`config.mk`:
```
export PLATFORM = sky130hd
export DESIGN_NAME = apb_syscfg_ctrl
export DESIGN_NICKNAME = d
export VERILOG_FILES = /design/src/rtl/apb_syscfg_ctrl.sv
export SDC_FILE = /design/constraint.sdc
export NUM_CORES = 1
export LEC_CHECK = 0
export CAP_MARGIN = 15
export CORE_UTILIZATION = 48
export DETAILED_ROUTE_END_ITERATION = 12
export HOLD_SLACK_MARGIN = 0.1
export PLACE_DENSITY = 0.81
export SKIP_CTS_REPAIR_TIMING = 1
export SYNTH_ARGS = -nofsm -noshare
export SYNTH_HDL_FRONTEND = slang
export SYNTH_SLANG_ARGS = --single-unit
```
`constraint.sdc`:
```
create_clock -name PCLK -period 2.8 [get_ports PCLK]
set_input_delay 0.56 -clock PCLK [delete_from_list [all_inputs] [get_ports PCLK]]
set_output_delay 0.56 -clock PCLK [all_outputs]
set_load 0.01 [all_outputs]
```
`src/rtl/apb_syscfg_ctrl.sv`:
```
// APB system-configuration slave: per-core boot vector, reset hold and self-timed reset pulse.
// Optional boot-register lock at 0xFF4 is enabled with `define SYSCFG_BOOT_LOCK_EN.
module apb_syscfg_ctrl #(
  parameter int unsigned        APB_ADDR_WIDTH = 12,
  parameter int unsigned        NUM_CC         = 2,
  // Matches the core-complex ITCM base address.
  parameter logic [31:0]        BOOT_RESET     = 32'h1000_0000,
  parameter logic [NUM_CC-1:0]  RST_INIT       = '0,
  parameter int unsigned        RST_PULSE_CYC  = 16
) (
  input  logic                      PCLK,
  input  logic                      PRESETn,
  input  logic [APB_ADDR_WIDTH-1:0] PADDR,
  input  logic [31:0]               PWDATA,
  input  logic                      PWRITE,
  input  logic                      PSEL,
  input  logic                      PENABLE,
  output logic [31:0]               PRDATA,
  output logic                      PREADY,
  output logic                      PSLVERR,
  output logic [32*NUM_CC-1:0]      cfg_cc_boot,
  output logic [NUM_CC-1:0]         cfg_cc_rst
);

  typedef enum logic [0:0] {StIdle, StPulse} st_e;

  localparam logic [31:0] IdVal = {8'h0, 8'(NUM_CC), 16'h0002};

  logic              acc, err, hi_zero, in_core, is_id, wr_ok, boot_lock;
  logic [7:0]        idx;
  logic [1:0]        off;
  logic [31:0]       rd_val;
  logic [NUM_CC-1:0] hold_v, busy_v;

`ifdef SYSCFG_BOOT_LOCK_EN
  logic is_lock, lock_q;

  assign is_lock = hi_zero && (PADDR[11:0] == 12'hFF4);

  // Sticky until PRESETn; writing 0 is ignored.
  always_ff @(posedge PCLK or negedge PRESETn) begin
    if (!PRESETn) begin
      lock_q <= 1'b0;
    end else if (wr_ok && is_lock && PWDATA[0]) begin
      lock_q <= 1'b1;
    end
  end

  assign boot_lock = lock_q;
`else
  assign boot_lock = 1'b0;
`endif

  always_comb begin
    acc     = PSEL & PENABLE;
    idx     = PADDR[11:4];
    off     = PADDR[3:2];
    hi_zero = ((PADDR >> 12) == '0);
    in_core = hi_zero && (idx < 8'(NUM_CC)) && (off != 2'd3);
    is_id   = hi_zero && (PADDR[11:0] == 12'hFF0);
    err     = 1'b1;
    rd_val  = '0;
    if (PADDR[1:0] != 2'b00) begin
      err = 1'b1;
    end else if (in_core) begin
      err = PWRITE && ((off == 2'd2) || ((off == 2'd0) && boot_lock));
      for (int unsigned i = 0; i < NUM_CC; i++) begin
        if (idx == 8'(i)) begin
          case (off)
            2'd0:    rd_val = cfg_cc_boot[32*i +: 32];
            2'd1:    rd_val = {31'b0, hold_v[i]};
            2'd2:    rd_val = {29'b0, hold_v[i], busy_v[i], cfg_cc_rst[i]};
            default: rd_val = '0;
          endcase
        end
      end
    end else if (is_id) begin
      err    = PWRITE;
      rd_val = IdVal;
`ifdef SYSCFG_BOOT_LOCK_EN
    end else if (is_lock) begin
      err    = 1'b0;
      rd_val = {31'b0, lock_q};
`endif
    end else begin
      err = 1'b1;
    end
  end

  assign wr_ok   = acc & PWRITE & ~err;
  assign PRDATA  = (acc & ~PWRITE & ~err) ? rd_val : '0;
  assign PREADY  = 1'b1;
  assign PSLVERR = acc & err;

  for (genvar g = 0; g < NUM_CC; g++) begin : g_cc
    st_e         st_q, st_d;
    logic [15:0] cnt_q, cnt_d;
    logic [31:0] boot_q, boot_d;
    logic        hold_q, hold_d, rst_q, busy, hit, trig;

    assign hit  = wr_ok & (idx == 8'(g));
    assign trig = hit & (off == 2'd1) & PWDATA[1];

    always_ff @(posedge PCLK or negedge PRESETn) begin
      if (!PRESETn) begin
        st_q   <= StIdle;
        cnt_q  <= '0;
        boot_q <= BOOT_RESET;
        hold_q <= RST_INIT[g];
        rst_q  <= RST_INIT[g];
      end else begin
        st_q   <= st_d;
        cnt_q  <= cnt_d;
        boot_q <= boot_d;
        hold_q <= hold_d;
        // Registered OR keeps the core reset line glitch-free.
        rst_q  <= hold_d | (st_d == StPulse);
      end
    end

    always_comb begin
      st_d   = st_q;
      cnt_d  = cnt_q;
      boot_d = (hit && (off == 2'd0)) ? PWDATA : boot_q;
      hold_d = (hit && (off == 2'd1)) ? PWDATA[0] : hold_q;
      case (st_q)
        StIdle: begin
          if (trig) begin
            st_d  = StPulse;
            cnt_d = 16'(RST_PULSE_CYC);
          end
        end
        StPulse: begin
          if (trig) begin
            cnt_d = 16'(RST_PULSE_CYC);
          end else if (cnt_q == 16'd1) begin
            st_d  = StIdle;
            cnt_d = '0;
          end else begin
            cnt_d = cnt_q - 16'd1;
          end
        end
        default: st_d = StIdle;
      endcase
    end

    always_comb begin
      busy = (st_q == StPulse);
    end

    assign cfg_cc_boot[32*g +: 32] = boot_q;
    assign cfg_cc_rst[g]           = rst_q;
    assign hold_v[g]               = hold_q;
    assign busy_v[g]               = busy;
  end

endmodule

```
After elaboration in Yosys (flattened, before gate mapping)

Index checks and enable logic that the tools add are counted.

Register bits: 102
Output and inout port bits: 100
Logic and storage cells: 78

Add/subtract/negate cells: 2
Order comparisons: 1
Equal/unequal tests: 9
Mux-type cells: 29
Bitwise gates (word level): 18
Reductions and logical operators: 9

Operators by type and width:

| operator              | number |
|---|---|
| $pmux 32 s3           | 2 |
| $mux 32               | 5 |
| $mux 16               | 6 |
| $pmux 16 s2           | 2 |
| $eq 16x1->1 const B   | 2 |
| $sub 16x1->16 const B | 2 |
| $mux 18               | 1 |
| $and 1x1->1           | 12 |
| $eq 12x12->1 const B  | 1 |
| $mux 1                | 11 |
| $eq 8x1->1 const B    | 1 |
| $logic_not 8->1       | 1 |
| $lt 8x2->1 const B    | 1 |
| $logic_and 1x1->1     | 6 |
| $ne 2x2->1 const B    | 3 |
| $not 1->1             | 4 |
| $pmux 1 s2            | 2 |
| $eq 2x1->1 const B    | 1 |
| $eq 2x2->1 const B    | 1 |
| $logic_not 2->1       | 1 |
| $or 1x1->1            | 2 |
| $reduce_bool 2->1     | 1 |

Longest topological paths before layout

Depth in word-level cells: 12
Gate-level depth with buffers: 7
Gate-level depth less buffers: 7

Worst setup path before layout

No wires, ideal clock.

Path kind: input port to output port
Start point: in PADDR[9]
End point: out PRDATA[21]
Arrival: 2,089 ps
Data required time: 2,240 ps
Slack: 151 ps
Stages on the path: 7
Path buffers: 2
Cells stage by stage: nor4_2 -> and2_1 -> nand2b_1 -> or3_1 -> clkbuf_1 -> buf_1 -> nor2_1

Longest elaborated chain between the ends: 7
Elaborated cells between the ends (all ways): 15
Classes of those cells: 1 x order compare; 2 x eq/ne; 8 x mux; 2 x bitwise; 2 x reduce/logical

RTL lines:

| element                                     | line   | text |
|---|---|---|
| start: declaration                          | 13     | `input logic [APB_ADDR_WIDTH-1:0] PADDR,` |
| $lt 8x2->1 or $eq 12x12->1 (tied branches)  | 59, 60 |  |
| $logic_and 1x1->1 or $mux 1 (tied branches) | 59, 77 |  |
| $mux 1                                      | 65     | `end else if (in_core) begin` |
| $mux 1                                      | 63     | `if (PADDR[1:0] != 2'b00) begin` |
| $not 1->1                                   | 91     | `assign PRDATA = (acc & ~PWRITE & ~err) ? rd_val : '0;` |
| $and 1x1->1                                 | 91     |  |
| $mux 32 *                                   | 91     |  |
| end: declaration                            | 18     | `output logic [31:0] PRDATA,` |

Every way passes the cells marked *; elsewhere a longest branch is shown, timed or not.

Final worst setup path

Start point: in PADDR[0]
End point: out PRDATA[16]

Longest elaborated chain between the ends: 7
Elaborated cells between the ends (all ways): 9
Classes of those cells: 1 x eq/ne; 5 x mux; 2 x bitwise; 1 x reduce/logical

RTL lines:

| element      | line | text |
|---|---|---|
| $eq 12x12->1 | 60   | `is_id = hi_zero && (PADDR[11:0] == 12'hFF0);` |
| $mux 1       | 77   | `end else if (is_id) begin` |
| $mux 1       | 65   |  |
| $mux 1       | 63   |  |
| $not 1->1    | 91   |  |
| $and 1x1->1  | 91   |  |
| $mux 32 *    | 91   |  |

Marks and branches as above.

==> results.cfg <==
[placed_design]
place_congestion = 0.8162
portBuffers = 147
dp.final_hpwl_um = 9938

[sta]
fmax_mhz = 336.4
final.setup_skew_ps = 4.164
period_share_pct = 106.2
slew_headroom_pct = 54.89
setup_violations = 28
tightest_slew_ps = 676.6
finalHoldViolCount = 0
rsz0062_at_grt = true
fin_ws_ps = -172.5
slew_violations = 0
fin_crit_ps = 2973
holdWs_ps = 209.7

[cts]
insertion_delay_ps = 380
ctsRootBufferMaster = clkbuf_8
clk_pin_slew_ps = 90
clock_sinks = 102
cts_made_buffers = 9
clockBufferDepth = 2
cts_tree = yes
h-tree-depth = 3

[synthesis]
synth-edff-count = 0
async_reset_ff_share_pct = 100.0
syn_area_um2 = 5021
synthFlopType = dfrtp_1
syn_inst = 456
yosys.area.top_type = dfrtp_1
yosys_register_bits = 102
synthTopCellsByArea = dfrtp_1 (50%), mux2_2 (15%), nor2_1 (5.3%)
synth_nets = 509
avgSynthCellArea_um2 = 11.01
yosysSeqAreaShare_pct = 50.88
yosys_warnings = 0
yosysTopAreaCellShare_pct = 49.84
synth_cell_types = 51

[critical_path]
path_max_fanout = 28
r2r-start = g_cc[1].cnt_q[3]
r2r_end = g_cc[1].cnt_q[6]
rr_worst_depth = 5
required_ps = 2240
worstPathArrival_ps = 2410
cp-startpoint = PADDR[0]
reg2reg_slack_ps = 570
cp-start-kind = primary input
critPathKind = in -> out
crit_path_end_kind = primary output

[outcome]
status = finished, violations left
violations = negative setup slack

[die]
num_rows = 36
start_util_pct = 50.44
core_area_um2 = 9955
io_pins = 149
die_w_um = 104.3
dieArea_um2 = 10870
die_y_um = 104.3

[global_route]
grt.met1_usage_pct = 31.48
grt_busiest_layer = met2
grt_max_degree = 53
grt-ovfl-total = 0
gr-usage-met2_pct = 43.28
track_usage_pct = 26.18
grt_pass1_wl_um = 22220
grt_pass1_vias = 4311
met3_usage_pct = 10.46
antenna_found_initial = 0

[cells_and_area]
drive_gt1_share_pct = 27.56
antenna_cells = 0
fin_nets = 672
fill_cells = 718
final_util_pct = 70.35
area_growth_pct = 39.47

[worst_hold_path]
hold_class = in -> async

[power_and_ir_drop]
vdd_drop_max_uv = 394.8
power_w = 0.003199
power.leakage_nw = 3.169
powerDensity_nw_per_um2 = 456.8

[job]
cap_violations = 0

[routing]
postRouteAntennaNets = 0
drc = 0
routed_wl_um = 13590
drt_iter0_drc = 145
drtPass1Iterations = 4
vias_per_cell = 5.542
vias = 4195
route.detailed.wl_per_inst_um = 17.95
## metal layers
metal | routed length [um] | part of all wire, %
met5 | 0 | 0
met4 | 214 | 1.6
met3 | 1137 | 8.4
met2 | 6763 | 50
met1 | 5473 | 40
## cell families (layout without fill, tap and decap cells)
logic type                 Yosys count  count (layout)  share of synthesized area, %
AOI/OAI and AO/OA                   51              51                         6.953
buffers and inverters               31             199                         2.890
muxes                               82              82                         18.56
xor gates and xnor gates            17              17                         2.965
DFF                                102             102                         50.88
and+or+nand+nor                    168             168                         16.67
adders and majority gates            4               4                        0.9968
other                                1               1                       0.07469
## metrics by stage
step	instance area (um^2)	setup WS, ps	setup TNS, ps	instances
2_1_floorplan	5021	151.4	0	456
3_3_place_gp	6830	-598.1	-16580	740
3_5_place_dp	6830	-646.9	-18040	740
4_1_cts	7086	-683.8	-18340	756
5_1_grt	7003	-213.8	-5170	757
6_report	7003	-172.5	-3298	757
## power breakdown
group          internal (W)  leakage (nW)  switching, W
logic              0.000190          1.71      0.000200
registers           0.00155          1.32     0.0000959
clock network      0.000644         0.130      0.000515
total               0.00239          3.17      0.000811
## Yosys cell counts (all sizes together) (3+ instances only)
| cell | n |
|---|---|
| nor2b | 3 |
| nand2b | 4 |
| mux2 | 69 |
| nand3 | 7 |
| clkbuf | 12 |
| buf | 13 |
| mux2i | 11 |
| o21ai | 5 |
| nand2 | 31 |
| inv | 6 |
| nor3 | 15 |
| nor4 | 8 |
| a22oi | 20 |
| a21oi | 13 |
| ha | 4 |
| or3 | 4 |
| dfrtp | 100 |
| xor2 | 7 |
| or4 | 6 |
| a211oi | 3 |
| nor2 | 71 |
| xnor2 | 10 |
| and3 | 3 |
| nand4 | 5 |
## placed cells by master, fill, tap and decap left out, types with 10 or more instances in the layout
master           netlist  final
clkbuf_8               0     11
mux2_2                68     68
clkdlybuf4s50_1        0    109
a21oi_1               13     13
xnor2_1               10     10
mux2i_1               11     11
nor3_1                12     12
buf_2                  7     13
buf_4                  3     26
nand2_1               31     31
clkbuf_2               1     16
dfrtp_1              100    100
a22oi_1               20     20
nor2_1                71     63
## worst max-delay path by stage
stage               slack, ps         end
floorplan                 150  PRDATA[21]
global placement         -600  PRDATA[14]
detailed placement       -650  PRDATA[16]
CTS                      -680  PRDATA[16]
global route             -210  PRDATA[16]
finish                   -170  PRDATA[16]
## area by class of cell
| class | instances | area (um^2) | area share [%] |
|---|---|---|---|
| tap | 133 | 166.4 | 2.376 |
| sequential | 102 | 2555 | 36.48 |
| clock buffer | 11 | 151.4 | 2.162 |
| timing repair buffer | 177 | 1632 | 23.30 |
| multi-input combinational | 323 | 2372 | 33.88 |
| inverter | 6 | 22.52 | 0.3216 |
| clock inverter | 5 | 103.9 | 1.483 |
## sequential cells by signal (all words and copies together) (netlist names)
register / flops
g_cc.cnt_q: 32
g_cc.rst_q: 2
g_cc.hold_q: 2
g_cc.busy: 2
g_cc.boot_q: 64
## worst max-delay path, cell delays in order
cell and delay [ps]:
clkdlybuf4s50_1 430, and4bb_2 340, nand2b_1 80, nand2b_1 160, or3_4 350, buf_12 170
nor2_2 140, clkbuf_2 160
Note: power is estimated with default switching activity, not from simulation.
